`src/rtl/key_evt_pkg.sv`:
```
// Shared types and constants for the key gesture classifier.
// Holds the FSM state encoding, the event codes and a small max helper.
package key_evt_pkg;

   typedef enum logic [2:0] {
      IDLE   = 3'd0,
      PRESS1 = 3'd1,
      WAIT2  = 3'd2,
      PRESS2 = 3'd3,
      HOLD   = 3'd4
   } state_t;

   localparam logic [2:0] EVT_NONE   = 3'd0;
   localparam logic [2:0] EVT_SHORT  = 3'd1;
   localparam logic [2:0] EVT_LONG   = 3'd2;
   localparam logic [2:0] EVT_DOUBLE = 3'd3;
   localparam logic [2:0] EVT_REPEAT = 3'd4;

   function automatic int max3(input int a, input int b, input int c);
      int m;
      m = (a > b) ? a : b;
      return (m > c) ? m : c;
   endfunction

endpackage

```
`src/rtl/key_event_fsm.sv`:
```
// Classifies a debounced active-low key into short, long, double and repeat events.
// All event outputs are registered; busy is decoded directly from the state.
module key_event_fsm
   import key_evt_pkg::*;
#(
   parameter int LONG_CYC = 25_000_000,
   parameter int DBL_CYC  = 12_500_000,
   parameter int REP_CYC  = 5_000_000
) (
   input  logic       clk,
   input  logic       rstn,
   input  logic       btn_lvl,
   output logic       evt_short,
   output logic       evt_long,
   output logic       evt_double,
   output logic       evt_repeat,
   output logic [2:0] evt_code,
   output logic       busy
);

   localparam int MAX_CYC = max3(LONG_CYC, DBL_CYC, REP_CYC);
   localparam int CNT_W   = $clog2(MAX_CYC);

   localparam logic [CNT_W-1:0] LONG_LAST = CNT_W'(LONG_CYC - 1);
   localparam logic [CNT_W-1:0] DBL_LAST  = CNT_W'(DBL_CYC - 1);
   localparam logic [CNT_W-1:0] REP_LAST  = CNT_W'(REP_CYC - 1);

   state_t           state;
   logic [CNT_W-1:0] cnt;
   logic             lvl_d;
   logic             prs_edge;
   logic             rel_edge;

   assign prs_edge = lvl_d & ~btn_lvl;
   assign rel_edge = ~lvl_d & btn_lvl;
   assign busy     = (state != IDLE);

   always_ff @(posedge clk) begin
      if (!rstn) begin
         // lvl_d tracks the key during reset so a held key gives no press edge
         state      <= IDLE;
         cnt        <= '0;
         lvl_d      <= btn_lvl;
         evt_short  <= 1'b0;
         evt_long   <= 1'b0;
         evt_double <= 1'b0;
         evt_repeat <= 1'b0;
         evt_code   <= EVT_NONE;
      end else begin
         lvl_d      <= btn_lvl;
         evt_short  <= 1'b0;
         evt_long   <= 1'b0;
         evt_double <= 1'b0;
         evt_repeat <= 1'b0;
         case (state)
            IDLE: begin
               if (prs_edge) begin
                  state <= PRESS1;
                  cnt   <= '0;
               end
            end
            PRESS1: begin
               // release takes priority over the long-press threshold
               if (rel_edge) begin
                  state <= WAIT2;
                  cnt   <= '0;
               end else if (cnt == LONG_LAST && !btn_lvl) begin
                  evt_long <= 1'b1;
                  evt_code <= EVT_LONG;
                  state    <= HOLD;
                  cnt      <= '0;
               end else begin
                  cnt <= cnt + 1'b1;
               end
            end
            WAIT2: begin
               if (prs_edge) begin
                  state <= PRESS2;
                  cnt   <= '0;
               end else if (cnt == DBL_LAST) begin
                  evt_short <= 1'b1;
                  evt_code  <= EVT_SHORT;
                  state     <= IDLE;
                  cnt       <= '0;
               end else begin
                  cnt <= cnt + 1'b1;
               end
            end
            PRESS2: begin
               if (rel_edge) begin
                  evt_double <= 1'b1;
                  evt_code   <= EVT_DOUBLE;
                  state      <= IDLE;
                  cnt        <= '0;
               end
            end
            HOLD: begin
               if (rel_edge) begin
                  state <= IDLE;
                  cnt   <= '0;
               end else if (cnt == REP_LAST) begin
                  evt_repeat <= 1'b1;
                  evt_code   <= EVT_REPEAT;
                  cnt        <= '0;
               end else begin
                  cnt <= cnt + 1'b1;
               end
            end
            default: begin
               state <= IDLE;
               cnt   <= '0;
            end
         endcase
      end
   end

endmodule

```
`config.mk`:
```
export PLATFORM = sky130hd
export DESIGN_NAME = key_event_fsm
export DESIGN_NICKNAME = d
export VERILOG_FILES = /design/src/rtl/key_evt_pkg.sv /design/src/rtl/key_event_fsm.sv
export SDC_FILE = /design/constraint.sdc
export NUM_CORES = 1
export LEC_CHECK = 0
export BUFFER_PORTS_ARGS = -buffer_cell sky130_fd_sc_hd__buf_2
export CAP_MARGIN = 20
export CORE_MARGIN = 2
export CORE_UTILIZATION = 60
export CTS_BUF_LIST = sky130_fd_sc_hd__clkbuf_4
export DETAILED_ROUTE_END_ITERATION = 8
export PLACE_DENSITY = 0.78
export RECOVER_POWER = 50
export SLEW_MARGIN = 15
export SYNTH_ARGS = -nofsm -noshare
export SYNTH_HDL_FRONTEND = slang
export SYNTH_SLANG_ARGS = --single-unit
```
`constraint.sdc`:
```
create_clock -name clk -period 3.4 [get_ports clk]
set_input_delay 0.17 -clock clk [delete_from_list [all_inputs] [get_ports clk]]
set_output_delay 0.17 -clock clk [all_outputs]
set_load 0.02 [all_outputs]
```
== Word-level counts from Yosys, hierarchy flattened ==
Index checks and enable logic that the tools add are counted.

* Bits in registers: 36
* Input port bits: 3

* Reduce and logical (&&, ||, !) cells: 13
* $add $sub $neg: 1
* Bitwise operators: 8
* Multiplexer cells: 28
* Eq/ne operators: 18

{| class="wikitable"
|+ Operator list
! operator !! count
|-
| two-way mux 25 bit || 8
|-
| one-hot mux 25 bit (5 select lines) || 1
|-
| two-way mux 3 bit || 13
|-
| adder 25 x 1 -> 25 bit (second input constant) || 1
|-
| equality test 25 x 23 -> 1 bit (second input constant) || 1
|-
| equality test 25 x 24 -> 1 bit (second input constant) || 1
|-
| equality test 25 bit (second input constant) || 1
|-
| one-hot mux 3 bit (4 select lines) || 2
|-
| != test 2 bit (second input constant) || 8
|-
| OR reduction 3 bit || 3
|-
| AND reduction 8 bit || 1
|-
| equality test 3 x 2 -> 1 bit (second input constant) || 2
|-
| != test 3 bit (second input constant) || 2
|-
| inverter 1 bit || 6
|-
| two-way mux 1 bit || 4
|-
| AND reduction 2 bit || 2
|-
| AND reduction 4 bit || 1
|-
| nonzero test 4 bit || 1
|-
| equality test 3 x 1 -> 1 bit (second input constant) || 1
|-
| equality test 3 bit (second input constant) || 1
|-
| zero test 3 bit || 1
|-
| nonzero test 3 bit || 1
|-
| bitwise AND 1 bit || 2
|-
| != test 2 x 1 -> 1 bit (second input constant) || 1
|-
| 3 further kinds || 3
|}

== Longest topological paths before layout ==
Gate-level depths: netlist of the first run.

* Depth after elaboration: 5
* Gate-level depth with buffers: 9
* Mapped depth without buffers: 7

== Worst setup path after synthesis of the first run ==
No wires, ideal clock.

* Path type: flip-flop to flip-flop
* Start: reg cnt[0]
* End: reg cnt[4]
* Path slack: 1404 ps
* Library setup time: 131 ps
* Stages on the path, launching flop included: 10
* Data arrival time: 1864 ps
* Period minus slack after synthesis: 1996 ps
* Path buffers: 2
* Path through: dfxtp_1 > ha_1 > and4_1 > buf_2 > nand4bb_4 > o31ai_4 > o211ai_2 > buf_2 > a41oi_1 > a211oi_1

* Cells in the longest elaborated chain, start to end: 5
* Elaborated cells between the ends (all ways): 12
* Classes of those cells: 1 x add/sub; 3 x eq/ne; 7 x mux; 1 x reduce/logical

{| class="wikitable"
|+ RTL lines
! item !! line !! RTL
|-
| from (decl) || key_event_fsm.sv:29 || <nowiki>logic [CNT_W-1:0] cnt;</nowiki>
|-
| from (signal assigned) || key_event_fsm.sv:73 || <nowiki>cnt <= cnt + 1'b1;</nowiki>
|-
| from (signal assigned) || key_event_fsm.sv:86 || <nowiki>cnt <= cnt + 1'b1;</nowiki>
|-
| from (signal assigned) || key_event_fsm.sv:106 || <nowiki>cnt <= cnt + 1'b1;</nowiki>
|-
| branches (longest 4 deep; another with adder 25 x 1 -> 25 bit) || n/a ||
|-
| one-hot mux 25 bit (5 select lines) (*) || key_event_fsm.sv:55 || <nowiki>case (state)</nowiki>
|}

Every way passes the cells marked *.
A chain may end at the register's enable or synchronous reset.

== Worst setup path after layout of the first run ==
* Start: reg cnt[0]
* End: reg cnt[7]

The elaborated chain is that of the path after synthesis.

==> results of run 1 <==
## state kept, by name (all words and copies together) (netlist names)
register / flops
evt_short: 1
evt_code: 3
lvl_d: 1
evt_repeat: 1
state: 3
evt_long: 1
evt_double: 1
cnt: 25
## worst max-delay path, cell delays in order, from the launching register on
cell and delay (ps):
dfxtp_1 380, ha_1 200, and4_1 320, nand4bb_1 320, o31ai_4 380, o211ai_1 390
o21ai_2 560, nor3_1 120
## synth_stat cells, types with 2 or more instances
| cell type | instances | area, um2 |
|---|---|---|
| dfxtp_1 | 36 | 721 |
| nor2_1 | 23 | 86.3 |
| nand2_1 | 19 | 71.3 |
| nand4_1 | 17 | 106 |
| nand3_1 | 11 | 55.1 |
| a21oi_1 | 9 | 45.0 |
| and3_1 | 9 | 56.3 |
| buf_2 | 9 | 45.0 |
| nor3_1 | 9 | 45.0 |
| o21ai_0 | 8 | 40.0 |
| xor2_1 | 8 | 70.1 |
| clkbuf_1 | 6 | 22.5 |
| and2_1 | 5 | 31.3 |
| o211ai_1 | 5 | 37.5 |
| o311ai_1 | 5 | 43.8 |
| and4_1 | 4 | 35.0 |
| nand2b_1 | 4 | 25.0 |
| nor2b_1 | 4 | 25.0 |
| nor4_1 | 4 | 25.0 |
| nor4b_1 | 4 | 35.0 |
| o21ai_2 | 4 | 35.0 |
| a211oi_1 | 3 | 22.5 |
| a31oi_1 | 3 | 18.8 |
| xnor2_1 | 3 | 26.3 |
| and4b_1 | 2 | 20.0 |
| o221a_2 | 2 | 22.5 |
| o2bb2ai_1 | 2 | 17.5 |
| o32ai_1 | 2 | 17.5 |
| or3_1 | 2 | 12.5 |
## routing by layer
layer | share of wire | wire length, um
met1 | 0.46 | 2100
met2 | 0.45 | 2040
met5 | 0 | 0
met3 | 0.059 | 270
met4 | 0.035 | 160
## placed cells by master, fill, tap and decap left out, types with 2 or more instances in the layout
master and count:
dfxtp_1 36, nor2_1 23, nand2_1 19, nand4_1 17
nand3_1 11, nor3_1 10, and3_1 9, a21oi_1 9
o21ai_0 9, clkbuf_1 9, xor2_1 8, clkbuf_4 7
o211ai_1 6, and2_1 5, o311ai_1 5, nor2b_1 4
and4_1 4, nor4b_1 4, nor4_1 4, nand2b_1 4
o21ai_2 4, a31oi_1 3, a211oi_1 3, xnor2_1 3
or3_1 2, clkinv_1 2, and4b_1 2, o2bb2ai_1 2
o32ai_1 2, o221a_2 2
## final cells by class
class                           instances  area (um2)
Fill cell                             333        1230
Multi-Input combinational cell        190        1190
Sequential cell                        36         721
Tap cell                               46        57.6
Clock buffer                            7        52.6
Timing Repair Buffer                   11        48.8
Inverter                                2        7.51
Clock inverter                          1        3.75
## cells by family (layout without fill, tap and decap cells)
group                    count (synthesis)  count (layout)  synth area share
AND/OR/NAND/NOR                        126             126             0.354
flip-flops                              36              36             0.354
buffers and inverters                   20              21            0.0479
adder cells (fa/ha/maj)                  1               1           0.00614
AO/OA/AOI/OAI                           52              52             0.190
XOR/XNOR                                11              11            0.0473
## worst paths after layout
check | to | slack [ps] | depth (start not counted) | start
max | cnt[7]$_SDFFE_PN0P_ | 600 | 7 | cnt[0]$_SDFFE_PN0P_
min | evt_repeat$_SDFF_PP0_ | 300 | 3 | rstn
max reg2reg | cnt[7]$_SDFFE_PN0P_ | 600 | 7 | cnt[0]$_SDFFE_PN0P_
min reg2reg | evt_code[0]$_SDFFE_PN0P_ | 470 | 2 | evt_code[0]$_SDFFE_PN0P_
## power groups by stage
| stage | Combinational (mW) | Sequential (mW) | Clock (mW) |
|---|---|---|---|
| floorplan | 0.0674 | 0.442 | 0 |
| global placement | 0.0801 | 0.444 | 0 |
| detailed placement | 0.0810 | 0.444 | 0 |
| CTS | 0.0821 | 0.434 | 0.244 |
| global route | 0.0886 | 0.436 | 0.261 |
| finish | 0.0811 | 0.434 | 0.234 |
==> key figures, run 1 <==
Power
  • Final Power: 0.749 mW
  • P_sw: 0.204 mW
  • Internal: 0.545 mW
  • Combinational Power Share: 0.108
  • Cell area power density: 360 nW/um2
  • Sw Share: 0.273
  • Pleak: 0.659 nW
  • Peak VDD IR: 224 uV
  • Reg power frac: 0.580
  • Clock share of power: 0.312

Floorplan
  • Starting Density: 0.615
  • Rows: 21
  • Die Y-Extent: 62.3 um
  • Die Wd: 62.3 um
  • Io pins: 11
  • Core area: 3310 um2
  • Die area: 3880 um2

Yosys
  • Yosys cell types: 53
  • Yosys warnings: 0
  • Net count after synthesis: 250
  • Synthesized area per cell: 8.28 um2
  • Sequential share of the synthesized area: 0.354
  • Cells after synthesis: 246
  • EDFF count, synth: 0
  • Register bit total from synthesis: 36
  • Post-synth top flop: dfxtp_1
  • Synth Cell Area: 2040 um2
  • FFs w/ async S/R, synth: 0

STA
  • RSZ-0062 raised after global routing: no
  • Pins Over Slew Limit: 0
  • Endpoints failing setup: 0
  • Worst Max-Slew Pin Slew: 934 ps
  • Setup WS post-layout: 604 ps
  • Period utilization: 0.822
  • Clk_skew: 8.21 ps
  • Worst hold margin: 297 ps
  • Setup TNS: 0 ps
  • Final hold violation count: 0
  • Max transition margin: 0.375
  • Highest Clock Rate: 358 MHz
  • Final min period: 2800 ps

Critical path
  • CP Launch Type: flop
  • Critical Path RT: 3620 ps
  • Crit path arrival time: 3020 ps
  • CP endpoint kind: flop
  • Critical-path maximum fanout: 12
  • WS Path Type: flop to flop

Placement
  • Place WS: 932 ps
  • Area of placed instances: 2050 um2
  • Dpl cells: 284
  • GPL Wtd Cong: 0.949
  • PortBufs: 10
  • HPWL after DPL: 3.28 mm

GRT
  • First-pass GRT wire length: 7.93 mm
  • Grt peak-use layer: met2
  • Vias in the first global route: 1715
  • GRT met1 Usage: 0.318
  • Grt ovf: 0
  • GR Util met3: 0.0743
  • Initial antenna violation count: 0
  • Largest net degree at the start of global routing: 26
  • GRT Total Usage: 0.258
  • GRT met2 Usage: 0.394

Drt
  • DRT iter0 DRCs: 147
  • Vias: 1905
  • Wire length per cell: 15.6 um
  • Routed WL: 4.57 mm
  • 1st-pass router iterations: 4
  • DR vias/cell: 6.50
  • DRC violations left: 0
  • Antenna Violating Nets Remaining: 0

Layout
  • Final cell count without fillers: 293
  • Share of layout cells above drive strength 1: 0.0688
  • # diodes: 0
  • Finished Core Util: 0.629
  • Nets: 250
  • Design area: 2080 um2
  • Area Overhead vs Synth: 2.27%

Clocking
  • Longest Clk Path Bufs: 2
  • CTS tree: built
  • Reg clk slew, reported paths: 100 ps
  • Clk sinks: 36
  • CTS root buffer: clkbuf_4
  • Post-cts hold buffer count: 1
  • Post-CTS Setup Bufs: 0
  • Clock insertion delay at the later pin of the skew report: 350 ps
  • Post-cts resize count: 0
  • CTS Buf Count: 5
  • H-tree depth: 2

Job
  • Maxcap violations: 0

Run status
  • Status: complete, no violations

Worst hold path
  • Worst Hold Class: input pin to flop
No activity file was read; power rests on OpenSTA's default activity.
==> inputs of run 2 (changes only) <==
ABC_AREA = 1   (was unset)
clock period = 2.8 ns   (was 3.4 ns; I/O delays follow)
==> key figures, run 2 <==
Run status
  • Status: complete, no violations

Yosys
  • Post-synth top flop: dfxtp_1
  • Synth Cell Area: 2300 um2
  • Yosys warnings: 0
  • Net count after synthesis: 374
  • Largest area contributor in the synthesized netlist: dfxtp_1
  • Yosys cell types: 33
  • Synth top cells by count: nand2_1 (109), nor2_1 (67), inv_1 (48)
  • Synth top area share: 0.313
  • Sequential share of the synthesized area: 0.313
  • EDFF count, synth: 0
  • Largest cells by area after synthesis: dfxtp_1 (31%), nand2_1 (18%), nor2_1 (11%)
  • Most common cell in the netlist: nand2_1
  • Cells after synthesis: 370
  • Synthesized area per cell: 6.22 um2
  • FFs w/ async S/R, synth: 0
  • Register bit total from synthesis: 36

Layout
  • Final cell count without fillers: 431
  • Most frequent cells in the layout: nand2_1 (110), nor2_1 (69), inv_1 (48)
  • Share of layout cells above drive strength 1: 0.0653
  • Area Overhead vs Synth: 5.22%
  • Biggest regs: cnt (25), evt_code (3), state (3)
  • Max reg flops: 25
  • Nets: 386
  • Largest reg by FF count: cnt
  • Fill count: 350
  • Most common cell after layout, fill and taps aside: nand2_1
  • # diodes: 0

STA
  • Clk_skew: 5.16 ps
  • Final hold violation count: 0
  • Setup WS post-layout: 582 ps
  • Setup TNS: 0 ps
  • Period utilization: 0.792
  • Worst Max-Slew Pin Slew: 552 ps
  • Endpoints failing setup: 0
  • Worst hold margin: 119 ps
  • RSZ-0062 raised after global routing: no
  • Pins Over Slew Limit: 0
  • Highest Clock Rate: 451 MHz
  • Max transition margin: 0.632
  • Final min period: 2220 ps

Clocking
  • Longest Clk Path Bufs: 2
  • Post-cts resize count: 0
  • CTS root buffer: clkbuf_4
  • Reg clk slew, reported paths: 110 ps
  • Post-CTS Setup Bufs: 0
  • Clock insertion delay at the later pin of the skew report: 350 ps
  • H-tree depth: 2
  • CTS tree: built
  • Clk sinks: 36
  • CTS Buf Count: 5

Drt
  • DR vias/cell: 5.31
  • DRT iter0 DRCs: 215
  • Wire length per cell: 12.4 um
  • Routed WL: 5.33 mm
  • Antenna Violating Nets Remaining: 0
  • Vias: 2290
  • 1st-pass router iterations: 5
  • DRC violations left: 0

Floorplan
  • Die area: 4340 um2
  • Starting Density: 0.628
  • Core area: 3660 um2
  • Io pins: 11
  • Rows: 22
  • Die Y-Extent: 65.9 um
  • Die Wd: 65.9 um

Power
  • P_sw: 0.410 mW
  • Sw Share: 0.334
  • Internal: 0.815 mW
  • Combinational Power Share: 0.241
  • Peak VDD IR: 297 uV
  • Reg power frac: 0.456
  • Final Power: 1.23 mW
  • Pleak: 1.04 nW
  • Clock share of power: 0.303
  • Cell area power density: 506 nW/um2

GRT
  • Grt ovf: 0
  • Initial antenna violation count: 0
  • GR Util met3: 0.0681
  • Largest net degree at the start of global routing: 17
  • GRT met1 Usage: 0.385
  • First-pass GRT wire length: 9.37 mm
  • GRT met2 Usage: 0.434
  • GRT Total Usage: 0.279
  • Grt peak-use layer: met2
  • Vias in the first global route: 2031

Critical path
  • Most frequent CP cell: nand2_1
  • Critical-path maximum fanout: 12
  • Slowest cell delay on critical path: 430 ps
  • Critical Path Source: cnt[0]$_SDFFE_PN0P_
  • Slowest cell on crit path: dfxtp_1
  • Reg2reg end: cnt[18]$_SDFFE_PN0P_
  • CP endpoint: cnt[18]$_SDFFE_PN0P_
  • CP endpoint kind: flop
  • CP Launch Type: flop
  • Reg2Reg Setup Slack: 580 ps
  • R2R depth: 10
  • Cell Chain, Critical Path: ha_1 > nand3_1 > nor2_1 > nand2_1 > nor2_1 > nand2_1 > nand3_1 > nand3_2 > nand2_1 > a21oi_1
  • WS Path Type: flop to flop
  • FF-to-FF Start: cnt[0]$_SDFFE_PN0P_
  • Critical Path RT: 3020 ps
  • Crit path arrival time: 2440 ps

Placement
  • Place WS: 822 ps
  • PortBufs: 10
  • HPWL after DPL: 4.10 mm
  • Dpl cells: 422
  • GPL Wtd Cong: 0.961

Job
  • Maxcap violations: 0

Worst hold path
  • Worst Hold Class: input pin to flop
run 2: worst max-delay path: cells and delay by family (launching register included):
family / cells / cell delay [ps]
simple gates: 8 / 1380
flops: 1 / 430
fa+ha+maj: 1 / 220
compound gates: 1 / 70
run 2: what timing repair did:
item                                   in CTS  in global routing
setup endpoints to repair                   0                  0
hold buffers                                1                  0
endpoints found under the hold margin       1                  0
run 2: worst min-delay path by stage:
stage / endpoint / from / slack (ps) / depth (start not counted)
6_report: cnt[8]$_SDFFE_PN0P_ / rstn / 120 / 3
3_5_place_dp: lvl_d$_DFF_P_ / btn_lvl / 320 / 1
3_3_place_gp: lvl_d$_DFF_P_ / btn_lvl / 310 / 1
4_1_cts: cnt[8]$_SDFFE_PN0P_ / rstn / 110 / 3
2_1_floorplan: lvl_d$_DFF_P_ / btn_lvl / 170 / 0
5_1_grt: evt_code[2]$_SDFFE_PN0P_ / rstn / 110 / 3
run 2: metal layers:
layer	up-vias	routed length, um
met4	0	57
met3	6	461
met1	996	2500
met5	-	0
met2	94	2310
li1	1194	-
run 2: per-stage QoR:
step | utilization | area (um2)
after floorplan | - | 2300
after global placement | 0.648 | 2370
after detailed placement | 0.648 | 2370
after CTS | 0.673 | 2460
after global routing | 0.661 | 2420
final | 0.661 | 2420
run 2: area by class of cell:
| class | count | area, um2 | share of cell area |
|---|---|---|---|
| multi-input cells | 278 | 1320 | 0.545 |
| flip-flops and latches | 36 | 721 | 0.298 |
| inverters | 49 | 184 | 0.0760 |
| well taps | 48 | 60.1 | 0.0248 |
| repair buffers | 12 | 56.3 | 0.0233 |
| clock buffers | 6 | 45.0 | 0.0186 |
| clock inverters | 2 | 35.0 | 0.0145 |
run 2: power groups by stage:
stage	registers, mW	clock network [mW]	logic (mW)
2_1_floorplan	0.586	0	0.229
3_3_place_gp	0.570	0	0.302
3_5_place_dp	0.571	0	0.305
4_1_cts	0.559	0.380	0.307
5_1_grt	0.563	0.406	0.329
6_report	0.559	0.371	0.296
run 2: kinds of logic (layout without fill, tap and decap cells):
family / Yosys count / in the layout / synth area share
simple gates: 238 / 238 / 0.466
buf+inv: 56 / 69 / 0.0996
flops: 36 / 36 / 0.313
compound gates: 28 / 28 / 0.0740
xor+xnor: 11 / 11 / 0.0419
fa+ha+maj: 1 / 1 / 0.00544
